===== config.mk =====
export PLATFORM = sky130hd
export DESIGN_NAME = timer_counter
export DESIGN_NICKNAME = d
export VERILOG_FILES = /design/src/rtl/timer_counter.sv
export SDC_FILE = /design/constraint.sdc
export NUM_CORES = 1
export LEC_CHECK = 0
export BUFFER_PORTS_ARGS = -buffer_cell sky130_fd_sc_hd__buf_2
export CORE_MARGIN = 4
export CORE_UTILIZATION = 49
export DETAILED_ROUTE_END_ITERATION = 8
export PLACE_DENSITY = 0.8
export SLEW_MARGIN = 20
export SYNTH_ARGS = -nofsm -noshare
export SYNTH_HDL_FRONTEND = slang
export SYNTH_SLANG_ARGS = --single-unit

===== constraint.sdc =====
create_clock -name clk -period 2.2 [get_ports clk]
set_input_delay 0.33 -clock clk [delete_from_list [all_inputs] [get_ports clk]]
set_output_delay 0.33 -clock clk [all_outputs]
set_load 0.02 [all_outputs]

===== src/rtl/timer_counter.sv =====
// Memory-mapped countdown timer with one-shot / auto-reload modes and a maskable IRQ.
// Optional feature: define TIMER_PRESCALER_EN to add a 16-bit prescaler register at offset 0xC.
// Register map (16-byte window at BASE_ADDR):
//   0x0 CTRL   [0] EN, [2:1] MODE (01 auto-reload, otherwise one-shot), [3] IM
//   0x4 PRESET reload value
//   0x8 COUNT  read-only live count
//   0xC PSC    prescaler (only with TIMER_PRESCALER_EN, else reads 0)
module timer_counter #(
  parameter logic [31:0] BASE_ADDR = 32'h0000_7F00
) (
  input  logic        clk,
  input  logic        reset,
  input  logic [31:0] addr,
  input  logic        we,
  input  logic [31:0] wdata,
  output logic [31:0] rdata,
  output logic        irq
);

  localparam logic [1:0] IDLE = 2'd0;
  localparam logic [1:0] LOAD = 2'd1;
  localparam logic [1:0] CNT  = 2'd2;
  localparam logic [1:0] INT  = 2'd3;

  logic [1:0]  state_q, state_d;
  logic [3:0]  ctrl_q, ctrl_d;
  logic [31:0] preset_q, preset_d;
  logic [31:0] count_q, count_d;
  logic        irq_flag_q, irq_flag_d;

  logic hit, wr_ctrl, wr_preset, wr_psc;
  logic auto_reload;
  logic step;

  assign hit         = (addr[31:4] == BASE_ADDR[31:4]);
  assign wr_ctrl     = we && hit && (addr[3:2] == 2'd0);
  assign wr_preset   = we && hit && (addr[3:2] == 2'd1);
  assign wr_psc      = we && hit && (addr[3:2] == 2'd3);
  assign auto_reload = (ctrl_q[2:1] == 2'b01);

  // Byte-lane bits are irrelevant for word registers.
  logic unused_addr;
  assign unused_addr = ^addr[1:0];

`ifdef TIMER_PRESCALER_EN
  logic [15:0] psc_q, psc_d;
  logic [15:0] pcnt_q, pcnt_d;

  assign step = (pcnt_q == psc_q);
`else
  logic unused_wr_psc;
  assign unused_wr_psc = wr_psc;
  assign step          = 1'b1;
`endif

  // Next-state logic: FSM first, then CPU writes (CTRL write overrides FSM EN-clear).
  always_comb begin
    state_d    = state_q;
    ctrl_d     = ctrl_q;
    preset_d   = preset_q;
    count_d    = count_q;
    irq_flag_d = irq_flag_q;
`ifdef TIMER_PRESCALER_EN
    psc_d      = psc_q;
    pcnt_d     = pcnt_q;
`endif

    // A register write acknowledges the pending interrupt; an expiry in the
    // same cycle is a fresh event and sets it again below.
    if (wr_ctrl || wr_preset) begin
      irq_flag_d = 1'b0;
    end

    case (state_q)
      IDLE: begin
        if (ctrl_q[0]) begin
          state_d = LOAD;
        end
      end
      LOAD: begin
        count_d = preset_q;
        state_d = CNT;
`ifdef TIMER_PRESCALER_EN
        pcnt_d  = '0;
`endif
      end
      CNT: begin
        if (!ctrl_q[0]) begin
          state_d = IDLE;
        end else if (step) begin
          if (count_q > 32'd1) begin
            count_d = count_q - 32'd1;
          end else begin
            count_d    = '0;
            irq_flag_d = 1'b1;
            state_d    = INT;
          end
`ifdef TIMER_PRESCALER_EN
          pcnt_d = '0;
        end else begin
          pcnt_d = pcnt_q + 16'd1;
`endif
        end
      end
      INT: begin
        if (auto_reload) begin
          irq_flag_d = 1'b0;
          state_d    = LOAD;
        end else begin
          ctrl_d[0] = 1'b0;
          state_d   = IDLE;
        end
      end
      default: state_d = IDLE;
    endcase

    if (wr_ctrl) begin
      ctrl_d = wdata[3:0];
    end
    if (wr_preset) begin
      preset_d = wdata;
    end
`ifdef TIMER_PRESCALER_EN
    if (wr_psc) begin
      psc_d = wdata[15:0];
    end
`endif
  end

  // State registers with synchronous active-low reset.
  always_ff @(posedge clk) begin
    if (!reset) begin
      state_q    <= IDLE;
      ctrl_q     <= '0;
      preset_q   <= '0;
      count_q    <= '0;
      irq_flag_q <= 1'b0;
`ifdef TIMER_PRESCALER_EN
      psc_q      <= '0;
      pcnt_q     <= '0;
`endif
    end else begin
      state_q    <= state_d;
      ctrl_q     <= ctrl_d;
      preset_q   <= preset_d;
      count_q    <= count_d;
      irq_flag_q <= irq_flag_d;
`ifdef TIMER_PRESCALER_EN
      psc_q      <= psc_d;
      pcnt_q     <= pcnt_d;
`endif
    end
  end

  // Combinational read mux; misses read zero.
  always_comb begin
    rdata = '0;
    if (hit) begin
      case (addr[3:2])
        2'd0:    rdata = {28'd0, ctrl_q};
        2'd1:    rdata = preset_q;
        2'd2:    rdata = count_q;
`ifdef TIMER_PRESCALER_EN
        default: rdata = {16'd0, psc_q};
`else
        default: rdata = '0;
`endif
      endcase
    end
  end

  assign irq = irq_flag_q & ctrl_q[3];

endmodule


======== After elaboration in Yosys (flattened, before gate mapping) ========
Cells that the tools add are included.
cells by class
  multiplexer cells ....................... 18
  eq/ne operators ......................... 11
  bitwise gates (word level) .............. 1
  magnitude comparators ................... 1
  reductions and logical operators ........ 11
  add/sub/neg operators ................... 1
operators with widths
  cell                                                   count
  2-to-1 mux 32 bit                                      3
  one-hot mux 32 bit (3 select lines)                    1
  one-hot mux 32 bit (2 select lines)                    1
  > comparator 32 x 1 -> 1 bit, second input constant    1
  subtractor 32 x 1 -> 32 bit, second input constant     1
  equality test 28 x 11 -> 1 bit, second input constant  1
  2-to-1 mux 1 bit                                       8
  one-hot mux 2 bit (4 select lines)                     1
  equality test 2 x 1 -> 1 bit, second input constant    3
  equality test 2 bit, second input constant             3
  2-to-1 mux 2 bit                                       3
  != test 2 bit, second input constant                   3
  AND reduction 2 bit                                    3
  logical NOT 2 bit                                      2
  nonzero test 2 bit                                     2
  logical AND 1 bit                                      3
  != test 3 bit, second input constant                   1
  one-hot mux 1 bit (2 select lines)                     1
  AND 1 bit                                              1
  logical OR 1 bit                                       1
storage, ports and cells
  word-level logic and storage cells ...... 49
  bits of input ports ..................... 67
  output and inout port bits .............. 33
  register bits after elaboration ......... 71

======== Depth between registers and ports, before layout ========
Gate-level depths: netlist of the first run.
  word-level depth ........................ 8
  mapped depth ............................ 9
  mapped depth without buffers ............ 7

======== Least setup slack after synthesis of the first run ========
OpenSTA, ideal clock, no wires.
  kind .................................... register -> register
  start ................................... register count_q[25]
  end ..................................... register count_q[28]
  stages on the path, launching flop included .. 8
  period minus slack after synthesis ...... 2.138 ns
  arrival ................................. 2.016 ns
  required time ........................... 2.078 ns
  setup slack ............................. 0.062 ns
  path buffers ............................ 2
  path through ............................ dfxtp_1 or4_4 nand4bb_4 or3_1 buf_2 buf_2 a31oi_1 nor3_1
on the way
  longest elaborated chain between the ends .. 4
  elaborated cells on any way between the ends .. 5
ends and longest elaborated chain
  item                                                                         line    text
  from (decl)                                                                  28      logic [31:0] count_q, count_d;
  from (signal assigned)                                                       146     count_q <= count_d;
  subtractor 32 x 1 -> 32 bit or > comparator 32 x 1 -> 1 bit (tied branches)  92, 91
  2-to-1 mux 32 bit (*)                                                        91      if (count_q > 32'd1) begin
  2-to-1 mux 32 bit (*)                                                        88      if (!ctrl_q[0]) begin
  one-hot mux 32 bit (2 select lines) (*)                                      74      case (state_q)
Every way passes the cells marked *; elsewhere a longest branch is shown, timed or not. The select of a mux whose other input is x is not followed.
A chain may end at the register's enable or synchronous reset.

======== Worst setup path after layout of the first run ========
  start ................................... register count_q[25]
  end ..................................... register count_q[26]
The elaborated chain is that of the path after synthesis.

==> results.md, run 1 <==
- The count of state elements after synthesis is 71.
- The number of synthesized flops with an enable pin is 0.
- The initial cell density of the core is 0.5137.
- The mean area per synthesized cell is 7.716 um^2.
- After synthesis, the share of flip-flops with an asynchronous set or reset is 0.
- The first-pass detailed-route iteration total is 5.
- The number of max-slew violations in the final report is 0.
- Of the cells placed in the final design, the portion with a size suffix greater than 1 is 0.2673.
- After synthesis, the netlist uses 59 different library cells.
- Across the run, the number of max-cap violations was 0.
- The post-detailed-route wirelength per cell is 16.99 um.
- The amount of wire on met2 after detailed routing is 6323 um.
- For flop-to-flop paths, the worst setup slack is 0.09 ns.
- The terminus of the critical flop-to-flop path is count_q[26].
- The overall die width is 101.7 um.
- Summing all multi-input logic gate instances after layout gives 0.002706 mm^2.
- The number of nets in the finished design is 732.
- The tightest hold margin is 0.2213 ns.
- The min-delay analysis places its worst path in the category primary input to register.
- In this run the worst setup path terminates at count_q[26].
- The warning count from the yosys run is 0.
- The number of buffers added for setup after CTS is 0.
- Post-CTS repair changed the size of 0 cells.
- The first global-routing pass estimated 21,620 um of wire.
- The remaining max-slew budget at the tightest pin is 0.5737.
- The cell count after synthesis is 558.
- The most critical setup path has its startpoint at count_q[25].
- The die footprint is 0.01035 mm^2.
- The main flop type after synthesis is dfxtp_1.
- The synthesis-to-finish area growth is 23.69%.
- In this run the count of I/O pins placed on the die edge is 100.
- The actual transition at the worst max-transition pin is 0.6371 ns.
- The clock network power share is 0.379.
- The clock net sink count is 71.
- The area inside the core boundary is 0.008382 mm^2.
- In the post-route analysis, the smallest setup slack over all paths is 0.08796 ns.
- The flow ran to the end, and the final reports show no timing, DRC or antenna violations.
- The number of remaining DRC errors is 0.
- The fraction of power spent switching nets is 0.2368.
- The detailed router put a total of 5519 um of wire on met1.
- The switching power summed over all nets is 0.5381 mW.
- IR analysis of the VDD net gives a maximum drop of 0.0002875 V.
- The critical path is of the register to register type.
- The number of buffers between clock root and the deepest sink is 2.
- At the worst endpoint, the arrival time is 2.32 ns.
- Of the synthesized area, sequential elements account for 0.3301.
- The total met3 wirelength after detailed routing is 985 um.
- The clock period minus final worst setup slack is 2.112 ns.
- The worst setup slack before clock tree synthesis is 0.04999 ns.
- The count of final hold-check violations is 0.
- The number of placement rows is 33.
- The part of the cycle the worst path needs is 0.9600.
- The per-cell via count in the routed design is 6.166.
- Of the total power, registers draw 0.565.
- The post-route clock skew is 0.01053 ns.
- The total vias in the final route is 4,754.
- The combinational fraction of design power is 0.056.
- The worst-skew pair later-pin latency is 0.34 ns.
- Along the worst path, the maximum fanout reaches 8.
- After clock tree synthesis, the clock-pin slew on the worst setup and hold paths is 0.08 ns.
- STA classifies the critical path startpoint as a register.
- The number of nets handed over by synthesis was 627.
- The starting DRC count in detailed routing is 308.
- The final core area utilization is 0.6353.
- The number of buffers inserted by port buffering is 97.
- The critical path data required time is 2.41 ns.
- The detailed placement HPWL is 9601 um.
- Power spread over the standard cell area amounts to 426.7 mW/mm^2.
- For this run, the top clock speed supported by timing is 473.5 MHz.
- The worst-case reg-to-reg path depth is 6.
- The internal power component is 1.734 mW.
- The H-tree was split into 3 levels.
- The number of global-route vias before repair came to 4,641.
- The initial antenna violation count is 0.
- The synthesized netlist occupies a cell area of 0.004305 mm^2.
- The analysis attributes to cell leakage a power of 2.122 nW.
- The final-report setup violation count is 0.
- The maximum number of pins on one net before global-route repair is 29.
- The hold buffer count at cts is 0.
- Measured along the y axis, the die boundary spans 101.7 um.
- TritonCTS built the clock tree.
- Routed signal wires occupy layers up through met4.
- Setup repair after global routing could not meet its margin everywhere.
- The final antenna-violating net count is 0.
- In the global route stage, overall resource usage came out at 0.2565.
- The total overflow reported by the global router is 0.
- The number of inserted filler cells in the final layout is 757.
- The kind of end point of the critical path is a register.
- The post-detailed-routing wire length is 13,100 um.
- In the final timing run, aggregate negative setup slack is 0 ns.
- Overall power consumption after layout is estimated at 2.272 mW.
- The congestion estimate from routability-driven global placement came to 0.9503.
- The antenna diode count is 0.
- The worst register-to-register path begins at count_q[25].
- The total CTS buffers is 9.
- The register area is 0.001424 mm^2.
- The cell at the root of the clock tree is clkbuf_8.
[flip-flops by register name, indices dropped and copies added, names as in the netlist]
register,flops
count_q,32
irq_flag_q,1
ctrl_q,4
preset_q,32
state_q,2
[Yosys cell counts (4+ instances only)]
master / count / area, um^2
nor3_1: 14 / 70.07
o21ai_0: 23 / 115.1
nand3_1: 30 / 150.1
a221oi_1: 4 / 35.03
buf_2: 8 / 40.04
o211ai_1: 4 / 30.03
a21oi_1: 24 / 120.1
dfxtp_1: 71 / 1421
nand2b_1: 5 / 31.28
nor4_1: 12 / 75.07
a211oi_1: 8 / 60.06
a31oi_1: 15 / 93.84
inv_1: 7 / 26.28
mux2i_1: 43 / 430.4
clkbuf_1: 38 / 142.6
o31ai_1: 6 / 45.04
nand4_1: 14 / 87.58
nor2b_1: 4 / 25.02
a211o_1: 4 / 35.03
a22oi_1: 29 / 217.7
or3_1: 7 / 43.79
nand2_1: 26 / 97.59
nor2_1: 107 / 401.6
[critical path: stages, from the launching register on]
cell and delay [ns]:
dfxtp_1 0.32, or4_4 0.56, nand4bb_4 0.25, or3_4 0.42, buf_4 0.19, a31oi_1 0.17
nor4_1 0.08
[cell type report]
| cell class | count | share of cell area |
|---|---|---|
| Clock buffer | 10 | 0.02397 |
| Clock inverter | 4 | 0.004699 |
| Inverter | 8 | 0.005639 |
| Multi-Input combinational cell | 430 | 0.5082 |
| Sequential cell | 71 | 0.2674 |
| Tap cell | 105 | 0.02467 |
| Timing Repair Buffer | 143 | 0.1654 |
[stage by stage]
stage                     std cells  cell area, um^2
after detailed placement        757             5130
after CTS                       771             5283
after global routing            771             5325
after floorplan                 558             4305
after global placement          757             5130
final                           771             5325
[power by group through the flow]
stage / logic (mW) / registers (mW) / clock network [mW]
after floorplan: 0.0441 / 1.31 / 0
after global placement: 0.120 / 1.31 / 0
after detailed placement: 0.124 / 1.31 / 0
after CTS: 0.124 / 1.28 / 0.888
after global routing: 0.137 / 1.28 / 0.931
final: 0.126 / 1.28 / 0.862
[layer usage]
metal  up-vias  global-route usage
met5         -                   0
met4         0             0.09407
met3        34             0.04339
met2       215              0.4346
met1      2229              0.3270
li1       2276                   -
[how the worst min path moves through the flow]
stage / from / endpoint / slack [ns] / depth (start not counted)
after floorplan: irq_flag_q / irq_flag_q / 0.44 / 2
after global placement: preset_q[8] / count_q[8] / 0.47 / 2
after detailed placement: preset_q[8] / count_q[8] / 0.48 / 2
after CTS: wdata[26] / preset_q[26] / 0.22 / 3
after global routing: wdata[1] / ctrl_q[1] / 0.24 / 3
final: wdata[28] / preset_q[28] / 0.22 / 3
[placed cells by master (no fill, tap or decap), drive strengths merged, types with 3 or more instances in the layout]
| master | netlist | routed |
|---|---|---|
| nor4 | 16 | 16 |
| mux2i | 43 | 43 |
| o211ai | 4 | 4 |
| a211oi | 8 | 8 |
| o41ai | 3 | 3 |
| a31oi | 15 | 15 |
| a21oi | 25 | 25 |
| nor2 | 107 | 107 |
| a211o | 4 | 4 |
| nand3 | 30 | 30 |
| nand4 | 14 | 14 |
| inv | 8 | 8 |
| o31ai | 6 | 6 |
| nor2b | 4 | 4 |
| nor4b | 3 | 3 |
| a221oi | 4 | 4 |
| o21ai | 23 | 23 |
| nand2b | 5 | 5 |
| clkbuf | 38 | 10 |
| buf | 11 | 143 |
| or3 | 7 | 7 |
| nor3 | 14 | 14 |
| a22oi | 29 | 29 |
| a21o | 3 | 3 |
| or4 | 4 | 4 |
| nand2 | 26 | 26 |
| dfxtp | 71 | 71 |
[cells by family after synthesis]
| group | after synthesis | share of synthesized area |
|---|---|---|
| AOI/OAI and AO/OA | 138 | 0.2165 |
| adders and majority gates | 2 | 0.005811 |
| buffers and inverters | 57 | 0.05377 |
| DFF | 71 | 0.3301 |
| muxes | 44 | 0.1026 |
| and+or+nand+nor | 246 | 0.2912 |
(Power assumes the default switching activity.)
==> run 2, diff against run 1 <==
==> constraint.sdc (replaced) <==
create_clock -name clk -period 1.9 [get_ports clk]
set_input_delay 0.285 -clock clk [delete_from_list [all_inputs] [get_ports clk]]
set_output_delay 0.285 -clock clk [all_outputs]
set_load 0.02 [all_outputs]
==> run 2 against run 1 <==
  * Worst hold slack got worse by 0.057 ns
  * Clock power rose by 25%
  * Non-clock buffer count rose by 42
  * Sequential power rose by 16%
  * First-iteration DRC count rose by 36%
  * Critical path depth rose by 2
  * Fmax rose by 4.7%
  * Largest power group unchanged
  * Count of clock-buffer cells in the layout rose by 1
  * Clock skew rose by 0.0020 ns
  * Via count rose by 7.2%
  * The run now ends with negative setup slack left
  * Combinational power rose by 25%
  * Routed wire length rose by 15%
==> results.md, run 2 (synthesis gave the netlist of run 1 again) <==
- The wire length of the first global-routing pass is 23,450 um (+8.5%).
- The largest fanout of any net on the critical path is 7 (-1).
- The total power is 2.720 mW (+20%).
- The worst setup slack before clock tree synthesis was -0.1781 ns (-0.2280 ns).
- The clock transition time at the flip-flop clock pins of the worst setup and hold paths is 0.08 ns (about the same).
- The first-pass detailed-route iteration total is 6 (+1).
- The number of buffers between clock root and the deepest sink is 2 (unchanged).
- The largest individual stage delay along the critical path comes from the cell or4_4.
- The type of the tightest min-delay check is primary input to register.
- The initial antenna violation count is 0 (unchanged).
- The number of cells on the critical path is 8 (+2).
- The detailed placement HPWL is 10,200 um (+6.3%).
- Leaving out fill and tap cells, the most frequent cells in the layout are 100 x nor2_1, 92 x buf_2, 78 x buf_4.
- The kind of cell with the highest combined delay along the critical path is simple AND/OR/NAND/NOR gates.
- The reported leakage power is 2.454 nW (+16%).
- The kind of end point of the critical path is a register.
- The max capacitance violation total is 0 (unchanged).
- The power per cell area is 451.3 mW/mm^2 (+5.8%).
- The number of remaining DRC errors was 0 (unchanged).
- The post-detailed-route wirelength per cell was 18.47 um (+8.7%).
- The clock period minus final worst setup slack is 2.018 ns (-0.09429 ns).
- The maximum operating frequency is 495.6 MHz (+4.7%).
- The remaining max-slew budget at the tightest pin is 0.5715 (-0.002188).
- The total overflow reported by the global router is 0 (unchanged).
- The buffers plus inverters on the worst setup path is 3 (+2).
- The number of buffers inserted by port buffering is 97 (unchanged).
- The number of nets in the finished design came to 774 (+5.7%).
- The post-detailed-routing wire length came to 15,040 um (+15%).
- The CTS tree is built.
- The beginning of the worst register-to-register path is count_q[28].
- The weighted congestion reported at the end of routability-driven placement is 0.9305 (-2.1%).
- The clock net sink count came to 71 (unchanged).
- The flow ran to the end, but the final reports show violations.
- The die footprint is 0.01035 mm^2 (unchanged).
- The peak per-stage delay on the critical path was 0.54 ns (-0.02 ns).
- The antenna diode count was 0 (unchanged).
- The initial cell density of the core came to 0.5137 (unchanged).
- Traced cell by cell, the critical path runs through or4_4 -> nand4bb_4 -> buf_4 -> buf_6 -> nor3_4 -> buf_6 -> o31ai_2 -> o211a_1.
- Leaving out fill and tap cells, the most frequent cell in the layout is nor2_1.
- The actual transition at the worst max-transition pin is 0.6428 ns (+0.005635 ns).
- The worst-skew pair later-pin latency was 0.35 ns (about the same).
- The overall die width is 101.7 um (unchanged).
- The maximum ir drop on the vdd rail is 0.0003370 V (+17%).
- Clock tree synthesis selected as its root buffer the cell clkbuf_8.
- The critical path data required time is 2.15 ns (-0.26 ns).
- The number of H-tree levels is 3 (unchanged).
- The beginning of the critical path is count_q[28].
- The die span in y is 101.7 um (unchanged).
- The worst-case reg-to-reg path depth is 8 (+2).
- The endpoint identified for the worst register-to-register timing path is count_q[10].
- The I/O pin count is 100 (unchanged).
- The final antenna-violating net count is 0 (unchanged).
- The post-route clock skew came to 0.01254 ns (+0.002012 ns).
- The starting DRC count in detailed routing is 420 (+36%).
- The total CTS buffers was 9 (unchanged).
- The synthesis-to-finish area growth is 39.99%.
- The total vias in the final route is 5,098 (+7.2%).
- The largest registers in the layout are count_q (32), preset_q (32), ctrl_q (4).
- The destination of the critical timing path is count_q[10].
- Setup repair after global routing could not meet its margin everywhere.
- The number of global-route vias before repair came to 4,878 (+5.1%).
- Counting stages on the worst path, the most repeated cell is buf_6.
- The area inside the core boundary is 0.008382 mm^2 (unchanged).
- The part of the cycle the worst path needs is 1.062 (+0.1020).
- The setup slack on the worst flop-to-flop path is -0.12 ns (-0.21 ns).
- The number of placement rows is 33 (unchanged).
- The checks that failed: negative setup slack.
- The maximum number of pins on one net before global-route repair is 33 (+14%).
- The final critical-path setup slack is -0.1177 ns (-0.2057 ns).
- The number of max-slew violations in the final report was 0 (unchanged).
- The critical path launch point type is a register.
- The tightest hold margin is 0.1639 ns (-0.05736 ns).
- The final-report setup violation count is 31 (+31).
- By startpoint and endpoint, the worst setup path is classified as register to register.
- The count of final hold-check violations is 0 (unchanged).
- The combined global-route utilization of all metal layers was 0.2829 (+0.02638).
- The layout cell share with drive strength beyond 1 is 0.3738 (+0.1065).
- The per-cell via count in the routed design came to 6.263 (+1.6%).
- The data arrival time of the critical path is 2.27 ns (-0.05 ns).
[run 2: changes by cell type in the layout (fill, tap and decap cells not counted), moves of 4 or more]
| cell | previous run | this run |
|---|---|---|
| a21oi_1 | 24 | 20 |
| a21oi_2 | 1 | 5 |
| buf_12 | 4 | 9 |
| buf_2 | 97 | 92 |
| buf_4 | 42 | 78 |
| buf_6 | 0 | 6 |
| dfxtp_1 | 69 | 65 |
| nand3_1 | 30 | 23 |
| nand3_2 | 0 | 7 |
| nor2_1 | 106 | 100 |
| nor2_2 | 1 | 6 |
[run 2: metal layers]
layer | routed length [um] | part of all wire | track usage | vias up
met3 | 1353 | 0.090 | 0.04683 | 55
li1 | - | - | - | 2362
met1 | 5991 | 0.40 | 0.3610 | 2399
met5 | 0 | 0 | 0 | -
met2 | 7230 | 0.48 | 0.4603 | 282
met4 | 459 | 0.031 | 0.1431 | 0
[run 2: layout make-up]
cell class                 instances  area, um^2
clock buffer                      11       141.4
inverter                           8       32.53
tap                              105       131.4
clock inverter                     4       22.52
multi-input combinational        430        2974
sequential                        71        1431
fill                             640        2355
timing repair buffer             185        1294
[run 2: worst min path at each step]
| stage | end | start | cells after the start | slack, ns |
|---|---|---|---|---|
| final | preset_q[21] | wdata[21] | 3 | 0.16 |
| after floorplan | count_q[20] | reset | 2 | 0.42 |
| after CTS | preset_q[21] | wdata[21] | 3 | 0.16 |
| after global routing | preset_q[19] | wdata[19] | 3 | 0.16 |
| after global placement | irq_flag_q | irq_flag_q | 2 | 0.48 |
| after detailed placement | count_q[3] | preset_q[3] | 2 | 0.50 |
[run 2: worst register-to-register path, delay by kind of cell, from the launching register on]
family	cells	cell delay, ns
and+or+nand+nor	3	0.93
DFF	1	0.32
AOI/OAI and AO/OA	2	0.22
buffers and inverters	3	0.45
[run 2: what timing repair did]
action,4_1_cts,5_1_grt
pin swaps,15,15
hold buffers,0,0
setup buffers,3,4
resized for setup,17,36
setup endpoints to repair,54,64
endpoints found under the hold margin,0,0
[run 2: stage by stage]
stage | cell area [um^2] | TNS, ns | instances | util
finish | 6027 | -1.624 | 814 | 0.7191
global route | 6027 | -3.347 | 814 | 0.7191
detailed placement | 5555 | -8.026 | 792 | 0.6628
global placement | 5555 | -3.024 | 792 | 0.6628
CTS | 5809 | -0.5238 | 810 | 0.6931
floorplan | 4434 | -3.322 | 558 | -
[run 2: report_power, final]
group,leakage (nW),internal [mW],switching [mW]
Sequential,0.575,1.49,0.000000000607
Clock,0.0850,0.496,0.581
Combinational,1.79,0.0726,0.0853
